File: src/rtl/vend_credit_ctrl.sv
// Vending credit controller: accumulates coin credit in quarters, arbitrates
// cancel/select/coin, sequences dispense and pays change one quarter at a time.
module vend_credit_ctrl #(
  parameter int unsigned PRICE_Q      = 4,
  parameter int unsigned MAX_CREDIT_Q = 8,
  parameter int unsigned CW           = 4
) (
  input  logic          clk,
  input  logic          reset,
  input  logic [4:0]    coin,
  input  logic          select,
  input  logic          cancel,
  input  logic          vend_done,
  input  logic          change_ack,
  output logic          vend_req,
  output logic          change_req,
  output logic          coin_reject,
  output logic [CW-1:0] credit,
  output logic          busy
);

  localparam int unsigned SW = CW + 1;

  localparam logic [1:0] S_IDLE   = 2'd0;
  localparam logic [1:0] S_CREDIT = 2'd1;
  localparam logic [1:0] S_VEND   = 2'd2;
  localparam logic [1:0] S_CHANGE = 2'd3;

  logic [1:0]    state;
  logic [1:0]    state_nx;
  logic [CW-1:0] credit_nx;
  logic          coin_reject_nx;
  logic          coin_accept;
  logic          coin_legal;
  logic [SW-1:0] coin_q;
  logic [SW-1:0] coin_sum;
  logic          coin_fits;

  // Coin decode: only a single one-hot bit in [3:0] is a legal coin.
  always_comb begin
    coin_q     = '0;
    coin_legal = 1'b0;
    case (coin)
      5'b00001: begin coin_q = SW'(1); coin_legal = 1'b1; end
      5'b00010: begin coin_q = SW'(2); coin_legal = 1'b1; end
      5'b00100: begin coin_q = SW'(3); coin_legal = 1'b1; end
      5'b01000: begin coin_q = SW'(4); coin_legal = 1'b1; end
      default:  begin coin_q = '0;     coin_legal = 1'b0; end
    endcase
  end

  // Sum is one bit wider than credit so the cap check cannot wrap.
  assign coin_sum  = SW'(credit) + coin_q;
  assign coin_fits = coin_legal && (coin_sum <= SW'(MAX_CREDIT_Q));

  always_comb begin
    state_nx    = state;
    credit_nx   = credit;
    coin_accept = 1'b0;
    case (state)
      S_IDLE: begin
        if (coin_fits) begin
          credit_nx   = CW'(coin_sum);
          state_nx    = S_CREDIT;
          coin_accept = 1'b1;
        end
      end
      S_CREDIT: begin
        if (cancel) begin
          state_nx = S_CHANGE;
        end else if (select && (credit >= CW'(PRICE_Q))) begin
          credit_nx = credit - CW'(PRICE_Q);
          state_nx  = S_VEND;
        end else if (coin_fits) begin
          credit_nx   = CW'(coin_sum);
          coin_accept = 1'b1;
        end
      end
      S_VEND: begin
        if (vend_done) begin
          state_nx = (credit != '0) ? S_CHANGE : S_IDLE;
        end
      end
      S_CHANGE: begin
        // An empty register here can only come from corruption; leave cleanly.
        if (credit == '0) begin
          state_nx = S_IDLE;
        end else if (change_ack) begin
          credit_nx = credit - CW'(1);
          if (credit == CW'(1)) begin
            state_nx = S_IDLE;
          end
        end
      end
      default: begin
        state_nx  = S_IDLE;
        credit_nx = '0;
      end
    endcase
    coin_reject_nx = (coin != 5'b00000) && !coin_accept;
  end

  always_ff @(posedge clk or posedge reset) begin
    if (reset) begin
      state       <= S_IDLE;
      credit      <= '0;
      coin_reject <= 1'b0;
    end else begin
      state       <= state_nx;
      credit      <= credit_nx;
      coin_reject <= coin_reject_nx;
    end
  end

  assign vend_req   = (state == S_VEND);
  assign change_req = (state == S_CHANGE);
  assign busy       = (state == S_VEND) || (state == S_CHANGE);

endmodule

File: config.mk
export PLATFORM = sky130hd
export DESIGN_NAME = vend_credit_ctrl
export DESIGN_NICKNAME = d
export VERILOG_FILES = /design/src/rtl/vend_credit_ctrl.sv
export SDC_FILE = /design/constraint.sdc
export NUM_CORES = 1
export LEC_CHECK = 0
export ABC_CLOCK_PERIOD_IN_PS = 8000
export CAP_MARGIN = 30
export CORE_MARGIN = 8
export CORE_UTILIZATION = 40
export DETAILED_ROUTE_END_ITERATION = 10
export GPL_TIMING_DRIVEN = 0
export HOLD_SLACK_MARGIN = 0.02
export PLACE_DENSITY = 0.66
export SETUP_SLACK_MARGIN = 0.1
export SYNTH_ARGS = -nofsm -noshare
export SYNTH_HDL_FRONTEND = slang
export SYNTH_SLANG_ARGS = --single-unit
export TNS_END_PERCENT = 100
File: constraint.sdc
create_clock -name clk -period 8 [get_ports clk]
set_clock_uncertainty 0.15 [all_clocks]
set_input_delay 1.2 -clock clk [delete_from_list [all_inputs] [get_ports clk]]
set_output_delay 1.2 -clock clk [all_outputs]
set_load 0.02 [all_outputs]
# After elaboration in Yosys (flattened, before gate mapping)
# Cells that the tools add are included.
# classes
n_lt_le_gt_ge	2
add_sub_neg	3
mux	21
n_eq_ne	16
n_reduce_logical	13
# op_table
op	count
two-way mux 4 bit	5
two-way mux 2 bit	8
case mux 3 bit (4 select lines)	1
case mux 4 bit (3 select lines)	1
inequality test 2 bit (second input constant)	5
case mux 2 bit (4 select lines)	1
adder 4 x 5 -> 5 bit	1
== test 5 x 1 -> 1 bit (second input constant)	1
== test 5 x 2 -> 1 bit (second input constant)	1
== test 5 x 3 -> 1 bit (second input constant)	1
== test 5 x 4 -> 1 bit (second input constant)	1
less-or-equal comparator 5 x 4 -> 1 bit (second input constant)	1
AND reduction 5 bit	1
nonzero test 5 bit	1
== test 2 bit (second input constant)	2
== test 4 x 1 -> 1 bit (second input constant)	1
>= comparator 4 x 3 -> 1 bit (second input constant)	1
zero test 4 bit	1
two-way mux 1 bit	4
AND reduction 4 bit	1
nonzero test 4 bit	1
OR reduction 4 bit	1
subtractor 4 x 1 -> 4 bit (second input constant)	1
subtractor 4 x 3 -> 4 bit (second input constant)	1
10 further kinds	12
# totals
out_inout_bits	8
wordCells	58
in_bits	11
ff_bits	7

# Depth between registers and ports, before layout
# depth
word_depth	11
mapped_depth	10
depth_no_buf	10

# Worst setup path after synthesis
# Ideal clock, no wire load.
# synth_path
path_kind	input-to-reg
start	input coin[3]
end	register credit[2]
t_arrival_ps	3403
setup_time_ps	126
path_stages	7
n_path_buf	0
required_ps	7724
slack_ps	4321
path_cell_list	or4_1 -> fa_1 -> nor2b_1 -> a221o_1 -> o2111ai_2 -> nor4b_1 -> a311o_1
# synth_via
elab_chain_len	9
word_cells_on_any_way	14
classes_between	add/sub (1); order compare (1); eq/ne (4); mux (6); reduce/logical (2)
# synth_lines
item	line_no	text
start: declaration	10	input logic [4:0] coin,
== test 5 x 4 -> 1 bit, or another cell as far along	43	case (coin)
case mux 3 bit (4 select lines)	43	
adder 4 x 5 -> 5 bit	53	assign coin_sum = SW'(credit) + coin_q;
less-or-equal comparator 5 x 4 -> 1 bit	54	assign coin_fits = coin_legal && (coin_sum <= SW'(MAX_CREDIT_Q));
logical AND 1 bit	54	
two-way mux 4 bit *	62, 74	
two-way mux 4 bit	71	end else if (select && (credit >= CW'(PRICE_Q))) begin
two-way mux 4 bit	69	if (cancel) begin
case mux 4 bit (3 select lines) *	60	case (state)
end signal: assignment	110	credit <= credit_nx;
end: declaration	18	output logic [CW-1:0] credit,
# Mark *: on every way between the ends. The rest lies on a longest branch, timed or not. The select of a mux whose other input is x is not followed.
# A chain may end at the register's enable or synchronous reset.

# Worst setup path in the final report
# layout_path
start	input coin[2]
end	register credit[2]
# The elaborated chain is that of the path after synthesis.

==> results by group <==
Outcome
  – Outcome: finished, final reports clean

STA
  – TNS Setup: 0 ps
  – Final worst path period share: between 50% and 60%
  – Minimum clock period: between 4000 and 5000 ps
  – Rel. slew slack: 60.8%
  – Unrepaired setup endpoints after global routing: false
  – Worst Max-Slew Pin Slew: roughly 580 ps
  – Final hold violation count: 0
  – Final Setup Violations: 0
  – Fin. max-slew vios: 0
  – Fmax achieved: 239 MHz
  – Final WS setup: 3810 ps

Worst setup path
  – Setup crit start: coin[2]
  – CP max FO: 7
  – Startpoint Class: primary input
  – Crit. End Element: register
  – Critical path required time: between 7000 and 8000 ps
  – Critical setup path kind: primary input to register
  – WP data arrival: approximately 4200 ps
  – Reg-to-Reg Start: credit[0]$_DFFE_PP0P_

Placement
  – Detail Placement HPWL: 1.71 mm
  – IO buf count: 18
  – Gpl congestion: 0.798
  – Post-placement cell count: 150
  – Post-place setup slack: between 3000 and 4000 ps

Synth
  – Part of the Yosys area used for sequential elements: between 20% and 30%
  – Synth top area cells: dfrtp_1 (21%), ha_1 (8.9%), inv_1 (5.8%)
  – Synth top area share: 20.8%
  – Share of async-settable or async-resettable flops after synthesis: 100%
  – Post-synthesis instance total: 105
  – Total nets after synthesis: 123
  – Syn avg cell area: roughly 8.0 µm²
  – Ys Warns: 0
  – #FFs+latches synth: 7
  – Main synth FF type: dfrtp_1
  – Number of library cell types mapped by synthesis: 43
  – EDFF count, synth: 0
  – Cell taking the most area after synthesis: dfrtp_1
  – Syn Std Cell Area: around 840 µm²

Pwr
  – Peak supply drop: 0.193 mV
  – PwrDens: ~320 nW/µm²
  – Leak pwr: 0.431 nW

Global routing
  – GR Overflow Total: 0
  – Vias in the first global route: slightly above 800
  – All-Layer GR Usage: 11.9%
  – Largest net degree at the start of global routing: 11
  – Initial antenna violation count: 0
  – First-pass GRT wire length: 3.49 mm

Floorplan
  – I/O Pins: 19
  – FP Rows: 16
  – Die H: 61.9 µm
  – Die area: 3830 µm²
  – Core area: 1980 µm²
  – Initial core utilization: around 42%
  – Die X-Extent: 61.9 µm

Final layout
  – Commonest non-fill, non-tap cell in the layout: clkdlybuf4s50_1
  – Inserted Diodes: 0
  – Final nets: 146
  – Post-route non-filler standard cell count: between 150 and 200
  – Most frequent cells in the layout: clkdlybuf4s50_1 (18), inv_1 (13), a21oi_1 (8)
  – Layout cell share with drive strength beyond 1: just over 7%
  – Area growth from synthesis to layout: 28.5%

CTS
  – Worst skew pair latency: 240 ps
  – TritonCTS clock tree: yes
  – Clk slew on worst S/H paths: 50 ps
  – TritonCTS Buffers: 3
  – Setup repair bufs after CTS: 0
  – Sinks on Clock Net: 7
  – Hold_buf cts: 0
  – Root buffer cell: clkbuf_4
  – Post-CTS sizing: 0
  – Clock Tree Buf Depth: 2
  – CTS H-tree lvls: 1

Hold path
  – HP Start: credit[1]$_DFFE_PP0P_
  – Hold Crit Class: register to register

Route
  – Post-Route WL: between 2 and 2.5 mm
  – Avg WL per Cell: between 10 and 15 µm
  – Pre-Repair DR Iteration Count: 4
  – Routed vias: 857
  – Routed vias/inst: 5.56
  – Initial DRC count: 8
  – DRT antenna net count: 0
  – DRC viols: 0

Job
  – Max-cap violations: 0
-- cell type report --
| cell class | count | area (µm²) |
|---|---|---|
| inverter | 13 | 48.8 |
| tap | 27 | 33.8 |
| fill | 186 | 900 |
| multi-input combinational | 81 | 602 |
| buffer | 4 | 16.3 |
| clock buffer | 4 | 26.3 |
| timing repair buffer | 18 | 180 |
| sequential | 7 | 175 |
-- Yosys cell counts (all sizes together) (2+ instances only) --
library cell,number
nor2,7
nand2,3
nand3,4
o311ai,2
ha,6
o2111ai,2
and2,2
or3,2
inv,13
dfrtp,7
nor2b,3
o21ai,8
nor3,2
clkbuf,3
a21oi,8
a31o,2
xnor2,5
or4b,3
nor4,3
-- critical path: stages --
cell and delay, ps:
clkdlybuf4s50_1 510, xnor2_1 170, or4_1 470, fa_1 520, nor2b_1 170, a221o_1 330
o2111ai_2 350, nor4b_1 100, a311o_1 340
-- per-stage QoR --
| step | util [%] | area [µm²] | power (mW) | hold slack, ps |
|---|---|---|---|---|
| finish | 54.6 | 1080 | 0.350 | 519 |
| global placement | 53.3 | 1060 | 0.315 | 505 |
| global route | 54.6 | 1080 | 0.385 | 571 |
| floorplan | - | 842 | 0.237 | 529 |
| CTS | 54.6 | 1080 | 0.350 | 524 |
| detailed placement | 53.3 | 1060 | 0.319 | 517 |
-- sequential cells by signal, summed over array words and instances, names as in the netlist --
register,cells
coin_reject,1
state,2
credit,4
-- power breakdown --
group	internal, mW	total (mW)	switching, mW
logic	0.109	0.247	0.138
clock network	0.0189	0.0299	0.0110
registers	0.0499	0.0730	0.0231
total	0.178	0.350	0.172
-- cells by family after synthesis --
kind of cell	after synthesis	share of synthesized area, %
AO/OA/AOI/OAI	34	29.4
AND/OR/NAND/NOR	33	23.2
buffers and inverters	17	7.73
adder cells (fa/ha/maj)	7	11.3
flip-flops	7	20.8
XOR/XNOR	6	6.24
multiplexers	1	1.34
-- metal layers --
layer,track usage (%),part of all wire [%],up-vias
li1,-,-,438
met4,4.55,0.54,0
met1,15.5,48,389
met2,18.3,45,28
met3,2.88,6.4,2
met5,0,0,-
-- path summary, 6_finish.rpt --
path | end | slack, ps | depth (start not counted)
hold reg to reg | credit[1]$_DFFE_PP0P_ | 520 | 2
min in group asynchronous | state[1]$_DFFE_PP0P_ | 1030 | 2
setup reg to reg | credit[2]$_DFFE_PP0P_ | 5200 | 8
max in group asynchronous | credit[3]$_DFFE_PP0P_ | 6480 | 2
setup / recovery | credit[2]$_DFFE_PP0P_ | 3810 | 9
hold / removal | credit[1]$_DFFE_PP0P_ | 520 | 2
(Power assumes the default switching activity.)
